`src/rtl/serial_addsub_ctrl_if.sv`:
```
// Handshake/operand bus for the bit-serial add/subtract controller.
// Flag outputs exist only when SERIAL_ADDSUB_FLAGS_EN is defined.
interface serial_addsub_ctrl_if #(
   parameter int unsigned WIDTH = 32
);
   logic             start;
   logic             sub;
   logic [WIDTH-1:0] a;
   logic [WIDTH-1:0] b;
   logic             busy;
   logic             done;
   logic [WIDTH-1:0] result;
   logic             carry_out;
`ifdef SERIAL_ADDSUB_FLAGS_EN
   logic             zero;
   logic             neg;
   logic             ovf;
`endif

`ifdef SERIAL_ADDSUB_FLAGS_EN
   modport master (output start, sub, a, b,
                   input  busy, done, result, carry_out, zero, neg, ovf);
   modport slave  (input  start, sub, a, b,
                   output busy, done, result, carry_out, zero, neg, ovf);
`else
   modport master (output start, sub, a, b,
                   input  busy, done, result, carry_out);
   modport slave  (input  start, sub, a, b,
                   output busy, done, result, carry_out);
`endif
endinterface

```
`src/rtl/serial_addsub_ctrl.sv`:
```
// Bit-serial WIDTH-bit add/subtract using one full-adder slice, LSB first.
// Optional zero/neg/ovf flags enabled by defining SERIAL_ADDSUB_FLAGS_EN.
module serial_addsub_ctrl #(
   parameter  int unsigned WIDTH = 32,
   localparam int unsigned CNT_W = $clog2(WIDTH) + 1
) (
   input  logic                 clk,
   input  logic                 rst_n,
   serial_addsub_ctrl_if.slave  bus
);

   typedef enum logic [1:0] {
      S_IDLE = 2'd0,
      S_RUN  = 2'd1,
      S_DONE = 2'd2
   } state_t;

   state_t           r_state;
   logic [WIDTH-1:0] r_a_sr;
   logic [WIDTH-1:0] r_b_sr;
   logic [WIDTH-1:0] r_res_sr;
   logic [WIDTH-1:0] r_result;
   logic [CNT_W-1:0] r_cnt;
   logic             r_carry;
   logic             r_carry_out;
   logic             r_busy;
   logic             r_done;
`ifdef SERIAL_ADDSUB_FLAGS_EN
   logic             r_zero;
   logic             r_neg;
   logic             r_ovf;
`endif

   logic             w_sum;
   logic             w_cout;
   logic             w_last;
   logic [WIDTH-1:0] w_res_next;

   // Shared full-adder slice and the shift-in view of the result register
   always_comb begin
      w_sum      = r_a_sr[0] ^ r_b_sr[0] ^ r_carry;
      w_cout     = (r_a_sr[0] & r_b_sr[0]) | (r_carry & (r_a_sr[0] ^ r_b_sr[0]));
      w_res_next = {w_sum, r_res_sr[WIDTH-1:1]};
      w_last     = (r_cnt == CNT_W'(WIDTH - 1));
   end

   always_ff @(posedge clk or negedge rst_n) begin
      if (!rst_n) begin
         r_state     <= S_IDLE;
         r_a_sr      <= '0;
         r_b_sr      <= '0;
         r_res_sr    <= '0;
         r_result    <= '0;
         r_cnt       <= '0;
         r_carry     <= 1'b0;
         r_carry_out <= 1'b0;
         r_busy      <= 1'b0;
         r_done      <= 1'b0;
`ifdef SERIAL_ADDSUB_FLAGS_EN
         r_zero      <= 1'b0;
         r_neg       <= 1'b0;
         r_ovf       <= 1'b0;
`endif
      end else begin
         case (r_state)
            S_IDLE: begin
               r_done <= 1'b0;
               if (bus.start) begin
                  // Subtraction is A + ~B + 1: invert B and seed the carry
                  r_a_sr  <= bus.a;
                  r_b_sr  <= bus.sub ? ~bus.b : bus.b;
                  r_carry <= bus.sub;
                  r_cnt   <= '0;
                  r_busy  <= 1'b1;
                  r_state <= S_RUN;
               end
            end
            S_RUN: begin
               r_res_sr <= w_res_next;
               r_a_sr   <= {1'b0, r_a_sr[WIDTH-1:1]};
               r_b_sr   <= {1'b0, r_b_sr[WIDTH-1:1]};
               r_carry  <= w_cout;
               r_cnt    <= r_cnt + CNT_W'(1);
               if (w_last) begin
                  r_result    <= w_res_next;
                  r_carry_out <= w_cout;
`ifdef SERIAL_ADDSUB_FLAGS_EN
                  // r_carry here is the carry into the MSB
                  r_zero      <= (w_res_next == '0);
                  r_neg       <= w_sum;
                  r_ovf       <= r_carry ^ w_cout;
`endif
                  r_busy      <= 1'b0;
                  r_done      <= 1'b1;
                  r_state     <= S_DONE;
               end
            end
            S_DONE: begin
               r_done  <= 1'b0;
               r_state <= S_IDLE;
            end
            default: begin
               r_busy  <= 1'b0;
               r_done  <= 1'b0;
               r_state <= S_IDLE;
            end
         endcase
      end
   end

   assign bus.busy      = r_busy;
   assign bus.done      = r_done;
   assign bus.result    = r_result;
   assign bus.carry_out = r_carry_out;
`ifdef SERIAL_ADDSUB_FLAGS_EN
   assign bus.zero      = r_zero;
   assign bus.neg       = r_neg;
   assign bus.ovf       = r_ovf;
`endif

endmodule

```
`src/flat_wrapper.sv`:
```
// flat-port wrapper written by rule: the top's interface ports become plain ports
module serial_addsub_ctrl_flat 
#(
   parameter  int unsigned WIDTH = 32,
   localparam int unsigned CNT_W = $clog2(WIDTH) + 1
)
  (clk, rst_n, bus_start, bus_sub, bus_a, bus_b, bus_busy, bus_done, bus_result, bus_carry_out);
  serial_addsub_ctrl_if #(.WIDTH(WIDTH)) bus_i ();
  input  logic clk;
  input  logic rst_n;
  input wire logic [$bits(bus_i.start)-1:0] bus_start;
  input wire logic [$bits(bus_i.sub)-1:0] bus_sub;
  input wire logic [$bits(bus_i.a)-1:0] bus_a;
  input wire logic [$bits(bus_i.b)-1:0] bus_b;
  output wire logic [$bits(bus_i.busy)-1:0] bus_busy;
  output wire logic [$bits(bus_i.done)-1:0] bus_done;
  output wire logic [$bits(bus_i.result)-1:0] bus_result;
  output wire logic [$bits(bus_i.carry_out)-1:0] bus_carry_out;
  assign bus_i.start = bus_start;
  assign bus_i.sub = bus_sub;
  assign bus_i.a = bus_a;
  assign bus_i.b = bus_b;
  assign bus_busy = bus_i.busy;
  assign bus_done = bus_i.done;
  assign bus_result = bus_i.result;
  assign bus_carry_out = bus_i.carry_out;
  serial_addsub_ctrl #(.WIDTH(WIDTH)) u_core (.clk(clk), .rst_n(rst_n), .bus(bus_i));
endmodule
```
`config.mk`:
```
export PLATFORM = sky130hd
export DESIGN_NAME = serial_addsub_ctrl_flat
export DESIGN_NICKNAME = d
export VERILOG_FILES = /design/src/rtl/serial_addsub_ctrl_if.sv /design/src/rtl/serial_addsub_ctrl.sv /design/src/flat_wrapper.sv
export SDC_FILE = /design/constraint.sdc
export NUM_CORES = 1
export LEC_CHECK = 0
export ABC_AREA = 1
export BUFFER_PORTS_ARGS = -buffer_cell sky130_fd_sc_hd__buf_2
export CAP_MARGIN = 20
export CORE_MARGIN = 2
export CORE_UTILIZATION = 56
export CTS_BUF_LIST = sky130_fd_sc_hd__clkbuf_8 sky130_fd_sc_hd__clkbuf_16
export DETAILED_ROUTE_END_ITERATION = 12
export PLACE_DENSITY = 0.8
export SLEW_MARGIN = 20
export SYNTH_ARGS = -nofsm -noshare
export SYNTH_HDL_FRONTEND = slang
export SYNTH_SLANG_ARGS = --single-unit
export TNS_END_PERCENT = 20
```
`constraint.sdc`:
```
create_clock -name clk -period 1.5 [get_ports clk]
set_input_delay 0.3 -clock clk [delete_from_list [all_inputs] [get_ports clk]]
set_output_delay 0.3 -clock clk [all_outputs]
set_load 0.02 [all_outputs]
```
==> flow_metrics.env, run 1 <==
export IMPL_setup_ws_ns=0.0618
export IMPL_max_freq_mhz=695
export IMPL_routed_via_density=5.27
export IMPL_max_slew_worst_pin_slew_ns=0.874
export IMPL_portBuffers=102
export IMPL_clk_latency_ns=0.51
export IMPL_tns_ns=0
export IMPL_cts_buffers=17
export IMPL_post_synth_top_count_cell="nand2_1"
export IMPL_start_util=0.581
export IMPL_finalSetupViolCount=0
export IMPL_ff_latch_area_um2=3480
export IMPL_cts_root_buffer="clkbuf_8"
export IMPL_die_width_um=108
export IMPL_synth_top_cell_by_area="dfrtp_1"
export IMPL_wl_met2_mm=7.18
export IMPL_end_kind="flop"
export IMPL_dieArea_um2=11600
export IMPL_outcome="finished clean"
export IMPL_synthCells=695
export IMPL_synth_nets=765
export IMPL_layout_drive_gt1_share=0.191
export IMPL_synthTopCellsByCount="nand2_1 (301), dfrtp_1 (139), nand3_1 (99)"
export IMPL_dp_hpwl_mm=8.36
export IMPL_fin_util=0.727
export IMPL_antenna_cells=0
export IMPL_antenna_found_initial=0
export IMPL_ir_drop_mv=0.947
export IMPL_track_usage=0.255
export IMPL_htreeDepth=4
export IMPL_cts_sinks=139
export IMPL_clock_skew_ns=0.00760
export IMPL_slew_headroom=0.418
export IMPL_synth_cell_type_count=23
export IMPL_hold_class="input pin to flop"
export IMPL_cap_violations=0
export IMPL_ys_seq_area_frac=0.578
export IMPL_finalHoldViolCount=0
export IMPL_min_period_ns=1.44
export IMPL_period_share=0.959
export IMPL_yosysWarnings=0
export IMPL_top_layer="met4"
export IMPL_async_flop_share=1.00
export IMPL_coreArea_um2=10400
export IMPL_route_detailed_drc=0
export IMPL_required_ns=1.90
export IMPL_worstSetupPathType="flop to flop"
export IMPL_die_y_um=108
export IMPL_grt_pass1_vias=4968
export IMPL_fillers=732
export IMPL_grt_ovfl_total=0
export IMPL_cts_tree="yes"
export IMPL_wl_per_cell_um=14.5
export IMPL_area_growth_pct=25.2
export IMPL_grt_max_degree=67
export IMPL_worstPathArrival_ns=1.84
export IMPL_multi_input_area_um2=2260
export IMPL_ys_ff_latch=139
export IMPL_start_kind="flop"
export IMPL_routed_wl_mm=13.9
export IMPL_avgSynthCellArea_um2=8.66
export IMPL_drtAntennaViolNets=0
export IMPL_path_max_fanout=34
export IMPL_synth_edf_count=0
export IMPL_first_iter_violations=385
export IMPL_grt_pass1_wl_mm=23.0
export IMPL_wl_met3_um=678
export IMPL_p_leak_nw=3.95
export IMPL_io_pins=103
export IMPL_syn_area_um2=6020
export IMPL_clk_transition_reported_paths_ns=0.06
export IMPL_globalplace_congestion=0.769
export IMPL_drt_first_pass_iters=5
export IMPL_row_count=37
export IMPL_pwr_density_cell_nw_per_um2=1840
export IMPL_synth_top_area_share=0.578
export IMPL_fin_nets=883
export IMPL_synth_flop_cell="dfrtp_1"
export IMPL_pre_cts_slack_ns=0.0622
export IMPL_maxSlewViolCount=0
export IMPL_met1Wirelength_mm=5.85
export IMPL_vias=5069
export IMPL_cts_buffer_depth=2
export IMPL_synth_area_leaders="dfrtp_1 (58%), nand2_1 (19%), nand3_1 (8.2%)"
## routing by layer
metal,vias up,global-route usage
met2,158,0.424
met5,-,0
met4,0,0.0980
met1,2459,0.330
met3,20,0.0545
li1,2432,-
## path summary, 6_finish.rpt
| kind | startpoint | end | slack [ns] | cells past startpoint |
|---|---|---|---|---|
| max reg2reg | u_core.r_cnt[1]$_DFFE_PN0P_ | u_core.bus.result[24]$_DFFE_PN0P_ | 0.06 | 7 |
| min in group asynchronous | rst_n | u_core.r_res_sr[19]$_DFFE_PN0P_ | 0.28 | 2 |
| min | bus_a[22] | u_core.r_a_sr[22]$_DFFE_PN0P_ | 0.01 | 3 |
| min reg2reg | u_core.bus.result[23]$_DFFE_PN0P_ | u_core.bus.result[23]$_DFFE_PN0P_ | 0.47 | 2 |
| max in group asynchronous | rst_n | u_core.r_b_sr[8]$_DFFE_PN0P_ | 0.67 | 3 |
| max | u_core.r_cnt[1]$_DFFE_PN0P_ | u_core.bus.result[24]$_DFFE_PN0P_ | 0.06 | 7 |
## flip-flops by register name (all words and copies together), names as in the netlist
register / flops
u_core.r_carry: 1
u_core.bus.busy: 1
u_core.r_a_sr: 32
u_core.bus.carry_out: 1
u_core.bus.result: 32
u_core.r_state: 2
u_core.r_res_sr: 31
u_core.bus.done: 1
u_core.r_cnt: 6
u_core.r_b_sr: 32
## stage by stage
| stage | total power, mW | std cells | cell area (um^2) | hold slack [ns] |
|---|---|---|---|---|
| after detailed placement | 9.75 | 906 | 6720 | 0.247 |
| after CTS | 13.9 | 960 | 7510 | 0.000234 |
| after global routing | 14.8 | 962 | 7540 | 0.0142 |
| after floorplan | 8.49 | 695 | 6020 | 0.00441 |
| final | 13.9 | 962 | 7540 | 0.0106 |
| after global placement | 9.50 | 906 | 6720 | 0.243 |
## final cells by class
cell class	count	area share
tap	136	0.0226
timing repair buffer	139	0.128
clock buffer	19	0.0586
multi-input combinational	490	0.300
clock inverter	13	0.0169
inverter	26	0.0129
sequential	139	0.461
## critical path, stage by stage (launching register included)
cell,delay [ns]
dfrtp_1,0.40
ha_4,0.17
nand3_2,0.12
nor2_4,0.21
nand2_2,0.09
buf_12,0.17
nand2_1,0.10
nand2_1,0.06
## report_power, final
part	leakage (nW)	total (mW)	internal [mW]	switching, mW
Clock	0.282	3.99	2.43	1.56
Combinational	1.85	3.84	1.46	2.39
Sequential	1.81	6.06	5.16	0.900
## logic make-up after synthesis
family	count (synthesis)	share of synthesized area
DFF	139	0.578
adders and majority gates	2	0.00540
buffers and inverters	66	0.0499
xor gates and xnor gates	33	0.0480
AOI/OAI and AO/OA	40	0.0341
and+or+nand+nor	415	0.285
## cell usage in the layout, fill, tap and decap left out, types with 3 or more instances in the layout
cell | netlist | layout
buf_2 | 27 | 101
clkinv_2 | 0 | 4
xor2_1 | 31 | 31
nor2_1 | 7 | 6
inv_1 | 23 | 25
clkbuf_16 | 0 | 16
nor2_4 | 2 | 3
dlygate4sd3_1 | 0 | 22
nand3_1 | 99 | 99
dfrtp_1 | 139 | 139
buf_4 | 5 | 6
a21oi_1 | 3 | 3
o21ai_1 | 12 | 12
o21ai_0 | 23 | 23
nand2_2 | 3 | 3
inv_2 | 3 | 3
clkbuf_8 | 0 | 3
clkinvlp_4 | 0 | 3
nand2_1 | 301 | 301
buf_12 | 0 | 9
## what timing repair did
action | 4_1_cts | 5_1_grt
hold buffers | 22 | 0
hold endpoints to repair | 59 | 0
setup buffers | 0 | 2
resized for setup | 0 | 2
endpoints found under the setup margin | 0 | 33
Power figures use the tool's default switching activity.
==> run 2: changes to the inputs <==
- CAP_MARGIN: 20 -> 25
- SETUP_SLACK_MARGIN: unset -> 0.15
==> flow_metrics.env, run 2 (synthesized netlist as in run 1, its figures left out) <==
export IMPL_worstPathArrival_ns=1.81
export IMPL_cts_buffers=17
export IMPL_max_slew_worst_pin_slew_ns=0.885
export IMPL_clock_skew_ns=0.00690
export IMPL_start_util=0.581
export IMPL_final_cell_mix="nand2_1 (300), dfrtp_1 (138), nand3_1 (99), buf_2 (99), xor2_1 (31)"
export IMPL_coreArea_um2=10400
export IMPL_met2_usage=0.425
export IMPL_start_kind="flop"
export IMPL_min_from="bus_a[21]"
export IMPL_pre_cts_slack_ns=0.0622
export IMPL_layout_drive_gt1_share=0.199
export IMPL_io_pins=103
export IMPL_max_freq_mhz=713
export IMPL_met1_usage=0.332
export IMPL_clk_latency_ns=0.52
export IMPL_die_y_um=108
export IMPL_min_period_ns=1.40
export IMPL_cts_tree="yes"
export IMPL_tns_ns=0
export IMPL_first_iter_violations=342
export IMPL_cts_root_buffer="clkbuf_8"
export IMPL_grt_util_met3=0.0545
export IMPL_period_share=0.935
export IMPL_grt_max_degree=67
export IMPL_portBuffers=102
export IMPL_wl_per_cell_um=15.2
export IMPL_routed_via_density=5.34
export IMPL_cap_violations=0
export IMPL_antenna_found_initial=0
export IMPL_required_ns=1.91
export IMPL_r2r_setup_slack_ns=0.1
export IMPL_clk_transition_reported_paths_ns=0.06
export IMPL_cp_slowest_cell="dfrtp_1"
export IMPL_dieArea_um2=11600
export IMPL_grt_pass1_vias=4975
export IMPL_htreeDepth=4
export IMPL_routed_wl_mm=14.7
export IMPL_antenna_cells=0
export IMPL_slew_headroom=0.410
export IMPL_r2r_end="u_core.bus.result[5]$_DFFE_PN0P_"
export IMPL_cpMostUsedCell="nand2_1"
export IMPL_hold_class="input pin to flop"
export IMPL_finalSetupViolCount=0
export IMPL_dp_hpwl_mm=8.36
export IMPL_drtAntennaViolNets=0
export IMPL_vias=5161
export IMPL_fin_nets=888
export IMPL_maxSlewViolCount=0
export IMPL_cts_buffer_depth=2
export IMPL_die_width_um=108
export IMPL_grt_most_used_layer="met2"
export IMPL_crit_start="u_core.r_cnt[1]$_DFFE_PN0P_"
export IMPL_row_count=37
export IMPL_r2r_cells=7
export IMPL_endpoint="u_core.bus.result[5]$_DFFE_PN0P_"
export IMPL_p_leak_nw=4.01
export IMPL_worstSetupPathType="flop to flop"
export IMPL_drt_first_pass_iters=5
export IMPL_finalHoldViolCount=0
export IMPL_end_kind="flop"
export IMPL_layout_commonest_cell="nand2_1"
export IMPL_area_growth_pct=27.2
export IMPL_route_detailed_drc=0
export IMPL_pwr_density_cell_nw_per_um2=1850
export IMPL_track_usage=0.256
export IMPL_outcome="finished clean"
export IMPL_globalplace_congestion=0.769
export IMPL_r2r_start="u_core.r_cnt[1]$_DFFE_PN0P_"
export IMPL_setup_ws_ns=0.0977
export IMPL_ir_drop_mv=0.950
export IMPL_cp_slowest_stage_delay_ns=0.40
export IMPL_grt_ovfl_total=0
export IMPL_cts_sinks=139
export IMPL_rsz0062_at_grt="yes"
export IMPL_grt_pass1_wl_mm=23.2
export IMPL_path_max_fanout=17
export IMPL_path_cells="ha_4 -> nand3_4 -> nor2_4 -> nand2_4 -> clkbuf_16 -> nand2_1 -> nand2_1"
run 2: cell count changes in the layout (fill, tap and decap cells not counted), sizes merged:
cell,delta
buf,+3
clkbuf,+2
run 2: area by class of cell:
type,instances,area [um^2]
clock inverter,13,128
clock buffer,19,442
inverter,26,97.6
multi-input combinational,490,2280
tap,136,170
timing repair buffer,144,1060
fill,703,2710
sequential,139,3480
run 2: worst max-delay path, delay by kind of cell (launching register included):
| kind | cells | cell delay [ns] |
|---|---|---|
| fa+ha+maj | 1 | 0.18 |
| simple gates | 5 | 0.52 |
| flops | 1 | 0.40 |
| buf+inv | 1 | 0.19 |
run 2: per-layer routing:
layer / vias up / part of all wire
met4: 0 / 0.021
met5: - / 0
li1: 2443 / -
met3: 29 / 0.052
met2: 186 / 0.52
met1: 2503 / 0.41
run 2: worst min path at each step:
stage	end	slack [ns]	cells past startpoint
final	u_core.r_a_sr[21]$_DFFE_PN0P_	0.008	3
after detailed placement	u_core.r_res_sr[20]$_DFFE_PN0P_	0.25	1
after global routing	u_core.r_a_sr[22]$_DFFE_PN0P_	0.01	3
after CTS	u_core.r_a_sr[21]$_DFFE_PN0P_	0.0002	3
after floorplan	u_core.bus.busy$_DFFE_PN0P_	0.004	0
after global placement	u_core.r_res_sr[20]$_DFFE_PN0P_	0.24	1
run 2: per-stage QoR:
stage / hold slack, ns / util / instance area, um^2 / instances / total power, mW
after global routing: 0.0131 / 0.738 / 7660 / 967 / 15.0
after CTS: 0.000234 / 0.728 / 7550 / 962 / 13.9
after detailed placement: 0.247 / 0.648 / 6720 / 906 / 9.75
after global placement: 0.243 / 0.648 / 6720 / 906 / 9.50
after floorplan: 0.00441 / - / 6020 / 695 / 8.49
final: 0.00817 / 0.738 / 7660 / 967 / 14.1
run 2: repair_timing:
| item | CTS | global route |
|---|---|---|
| hold buffers | 22 | 0 |
| gates resized for setup | 4 | 10 |
| buffers inserted | 2 | 3 |
| pin swaps | 1 | 3 |
| setup endpoints to repair | 69 | 144 |
| cloned | 0 | 2 |
| hold endpoints to repair | 59 | 0 |
run 2: power by group:
part / internal, mW / switching (mW) / leakage [nW]
logic: 1.57 / 2.47 / 1.91
clock network: 2.43 / 1.58 / 0.282
registers: 5.16 / 0.927 / 1.81
==> run 3: changes to the inputs <==
- CELL_PAD_IN_SITES_DETAIL_PLACEMENT: unset -> 1
- CELL_PAD_IN_SITES_GLOBAL_PLACEMENT: unset -> 1
- CORE_UTILIZATION: 56 -> 42
- PLACE_DENSITY: 0.8 -> unset
- PLACE_DENSITY_LB_ADDON: unset -> 0.1
==> flow_metrics.env, run 3 (synthesized netlist as in run 1, its figures left out) <==
export IMPL_start_util=0.432
export IMPL_r2r_end="u_core.bus.result[11]$_DFFE_PN0P_"
export IMPL_vias=5140
export IMPL_cts_buffer_depth=2
export IMPL_cap_violations=0
export IMPL_worstPathArrival_ns=1.75
export IMPL_path_max_fanout=9
export IMPL_p_sw_mw=5.10
export IMPL_route_detailed_drc=0
export IMPL_pwr_density_cell_nw_per_um2=1870
export IMPL_dp_cells=956
export IMPL_routed_wl_mm=16.3
export IMPL_rsz0062_at_grt="yes"
export IMPL_setup_ws_ns=0.113
export IMPL_p_int_mw=9.59
export IMPL_clk_transition_reported_paths_ns=0.06
export IMPL_path_cells="ha_4 -> nand3_4 -> nor2_4 -> buf_4 -> clkbuf_16 -> nand3_1 -> nand2_1"
export IMPL_r2r_setup_slack_ns=0.11
export IMPL_tns_ns=0
export IMPL_outcome="finished clean"
export IMPL_final_cell_mix="nand2_1 (291), dfrtp_1 (137), buf_2 (101)"
export IMPL_grt_pass1_wl_mm=25.5
export IMPL_htreeDepth=4
export IMPL_crit_buf_inv=2
export IMPL_clk_latency_ns=0.42
export IMPL_seq_power_share=0.417
export IMPL_combPwrFrac=0.293
export IMPL_wl_per_cell_um=16.2
export IMPL_crit_start="u_core.r_cnt[0]$_DFFE_PN0P_"
export IMPL_p_leak_nw=4.08
export IMPL_fillers=1662
export IMPL_min_to="u_core.r_a_sr[4]$_DFFE_PN0P_"
export IMPL_placed_cell_area_um2=6840
export IMPL_hold_class="input pin to flop"
export IMPL_sw_frac_of_total=0.347
export IMPL_area_growth_pct=30.4
export IMPL_cp_slowest_stage_delay_ns=0.41
export IMPL_ir_drop_mv=0.896
export IMPL_portBuffers=102
export IMPL_cp_slowest_cell="dfrtp_2"
export IMPL_dieArea_um2=15300
export IMPL_drt_first_pass_iters=5
export IMPL_grt_max_degree=60
export IMPL_cts_root_buffer="clkbuf_16"
export IMPL_globalplace_congestion=0.764
export IMPL_antenna_found_initial=0
export IMPL_fin_nets=883
export IMPL_drtAntennaViolNets=0
export IMPL_dp_hpwl_mm=9.46
export IMPL_hold_path_cell_count=3
export IMPL_clock_skew_ns=0.00639
export IMPL_start_kind="flop"
export IMPL_grt_pass1_vias=5320
export IMPL_required_ns=1.86
export IMPL_layout_drive_gt1_share=0.236
export IMPL_period_share=0.924
export IMPL_min_from="bus_a[4]"
export IMPL_end_kind="flop"
export IMPL_r2r_cells=7
export IMPL_min_period_ns=1.39
export IMPL_layout_commonest_cell="nand2_1"
export IMPL_coreArea_um2=13900
export IMPL_finalNonFillerCells=1006
export IMPL_pwr_share_clk=0.290
export IMPL_routed_via_density=5.11
export IMPL_track_usage=0.216
export IMPL_r2r_start="u_core.r_cnt[0]$_DFFE_PN0P_"
export IMPL_first_iter_violations=219
export IMPL_finalHoldViolCount=0
export IMPL_path_delay_family="simple AND/OR/NAND/NOR gates"
export IMPL_antenna_cells=0
export IMPL_grt_ovfl_total=0
export IMPL_io_pins=103
export IMPL_cts_buffers=17
export IMPL_maxSlewViolCount=0
export IMPL_cts_sinks=139
export IMPL_cts_tree="yes"
export IMPL_worstSetupPathType="flop to flop"
export IMPL_max_freq_mhz=721
export IMPL_finalSetupViolCount=0
export IMPL_die_width_um=124
export IMPL_max_slew_worst_pin_slew_ns=0.385
export IMPL_row_count=43
export IMPL_finalInstanceArea_um2=7850
export IMPL_die_y_um=124
export IMPL_slew_headroom=0.743
export IMPL_pre_cts_slack_ns=0.0129
==> run 3: changes by cell type in the layout (fill, tap and decap cells not counted), moves of 5 or more <==
| cell | previous run | this run |
|---|---|---|
| dlygate4sd3_1 | 22 | 1 |
| nand2_4 | 2 | 7 |
| buf_12 | 9 | 14 |
| buf_4 | 6 | 13 |
| nand2_1 | 300 | 291 |
| clkbuf_16 | 18 | 23 |
==> run 3: final cells by class <==
type                       count  area [um^2]  area share
sequential                   139         3480       0.443
tap                          180          225      0.0287
inverter                      26          100      0.0128
clock buffer                  23          508      0.0647
clock inverter                 9         92.6      0.0118
timing repair buffer         139         1090       0.139
multi-input combinational    490         2350       0.299
==> run 3: power by group through the flow <==
stage,Sequential [mW],Clock [mW],Combinational [mW]
6_report,6.12,4.26,4.30
2_1_floorplan,6.22,0,2.26
3_5_place_dp,6.08,0,3.85
5_1_grt,6.29,4.52,4.85
3_3_place_gp,6.00,0,3.66
4_1_cts,6.07,4.33,4.03
==> run 3: routing by layer <==
metal	up-vias	GRT usage	wire length (um)	share of wire
met5	-	0	0	0
met4	0	0.0845	433	0.027
met3	30	0.0508	552	0.034
met2	102	0.371	8380	0.51
met1	2569	0.263	6960	0.43
li1	2439	-	-	-
==> run 3: through the flow <==
| step | utilization | power, mW | hold WS (ns) |
|---|---|---|---|
| after global placement | 0.491 | 9.66 | 0.230 |
| after floorplan | - | 8.49 | 0.00441 |
| after CTS | 0.539 | 14.4 | 0.0792 |
| after global routing | 0.563 | 15.7 | 0.105 |
| after detailed placement | 0.491 | 9.93 | 0.230 |
| final | 0.563 | 14.7 | 0.0937 |
==> run 3: how the worst max path moves through the flow <==
| stage | endpoint | slack, ns | depth (start not counted) |
|---|---|---|---|
| detailed placement | u_core.bus.result[7]$_DFFE_PN0P_ | 0.01 | 7 |
| global placement | u_core.bus.result[21]$_DFFE_PN0P_ | 0.13 | 7 |
| CTS | u_core.r_res_sr[2]$_DFFE_PN0P_ | 0.13 | 5 |
| finish | u_core.bus.result[11]$_DFFE_PN0P_ | 0.11 | 7 |
| floorplan | u_core.bus.carry_out$_DFFE_PN0P_ | 0.16 | 7 |
| global route | u_core.bus.result[1]$_DFFE_PN0P_ | 0.07 | 7 |
==> run 3: what timing repair did <==
| action | in CTS | in global routing |
|---|---|---|
| gates resized for setup | 8 | 28 |
| hold buffers | 1 | 0 |
| endpoints found under the setup margin | 59 | 116 |
| endpoints found under the hold margin | 29 | 0 |
| gates cloned | 0 | 7 |
| pin swaps | 2 | 3 |
| buffers inserted | 3 | 7 |
==> run 3: worst reg2reg max path: stages, from the launching register on <==
cell and delay, ns:
dfrtp_2 0.41, ha_4 0.16, nand3_4 0.09, nor2_4 0.17, buf_4 0.17, clkbuf_16 0.16
nand3_1 0.08, nand2_1 0.08
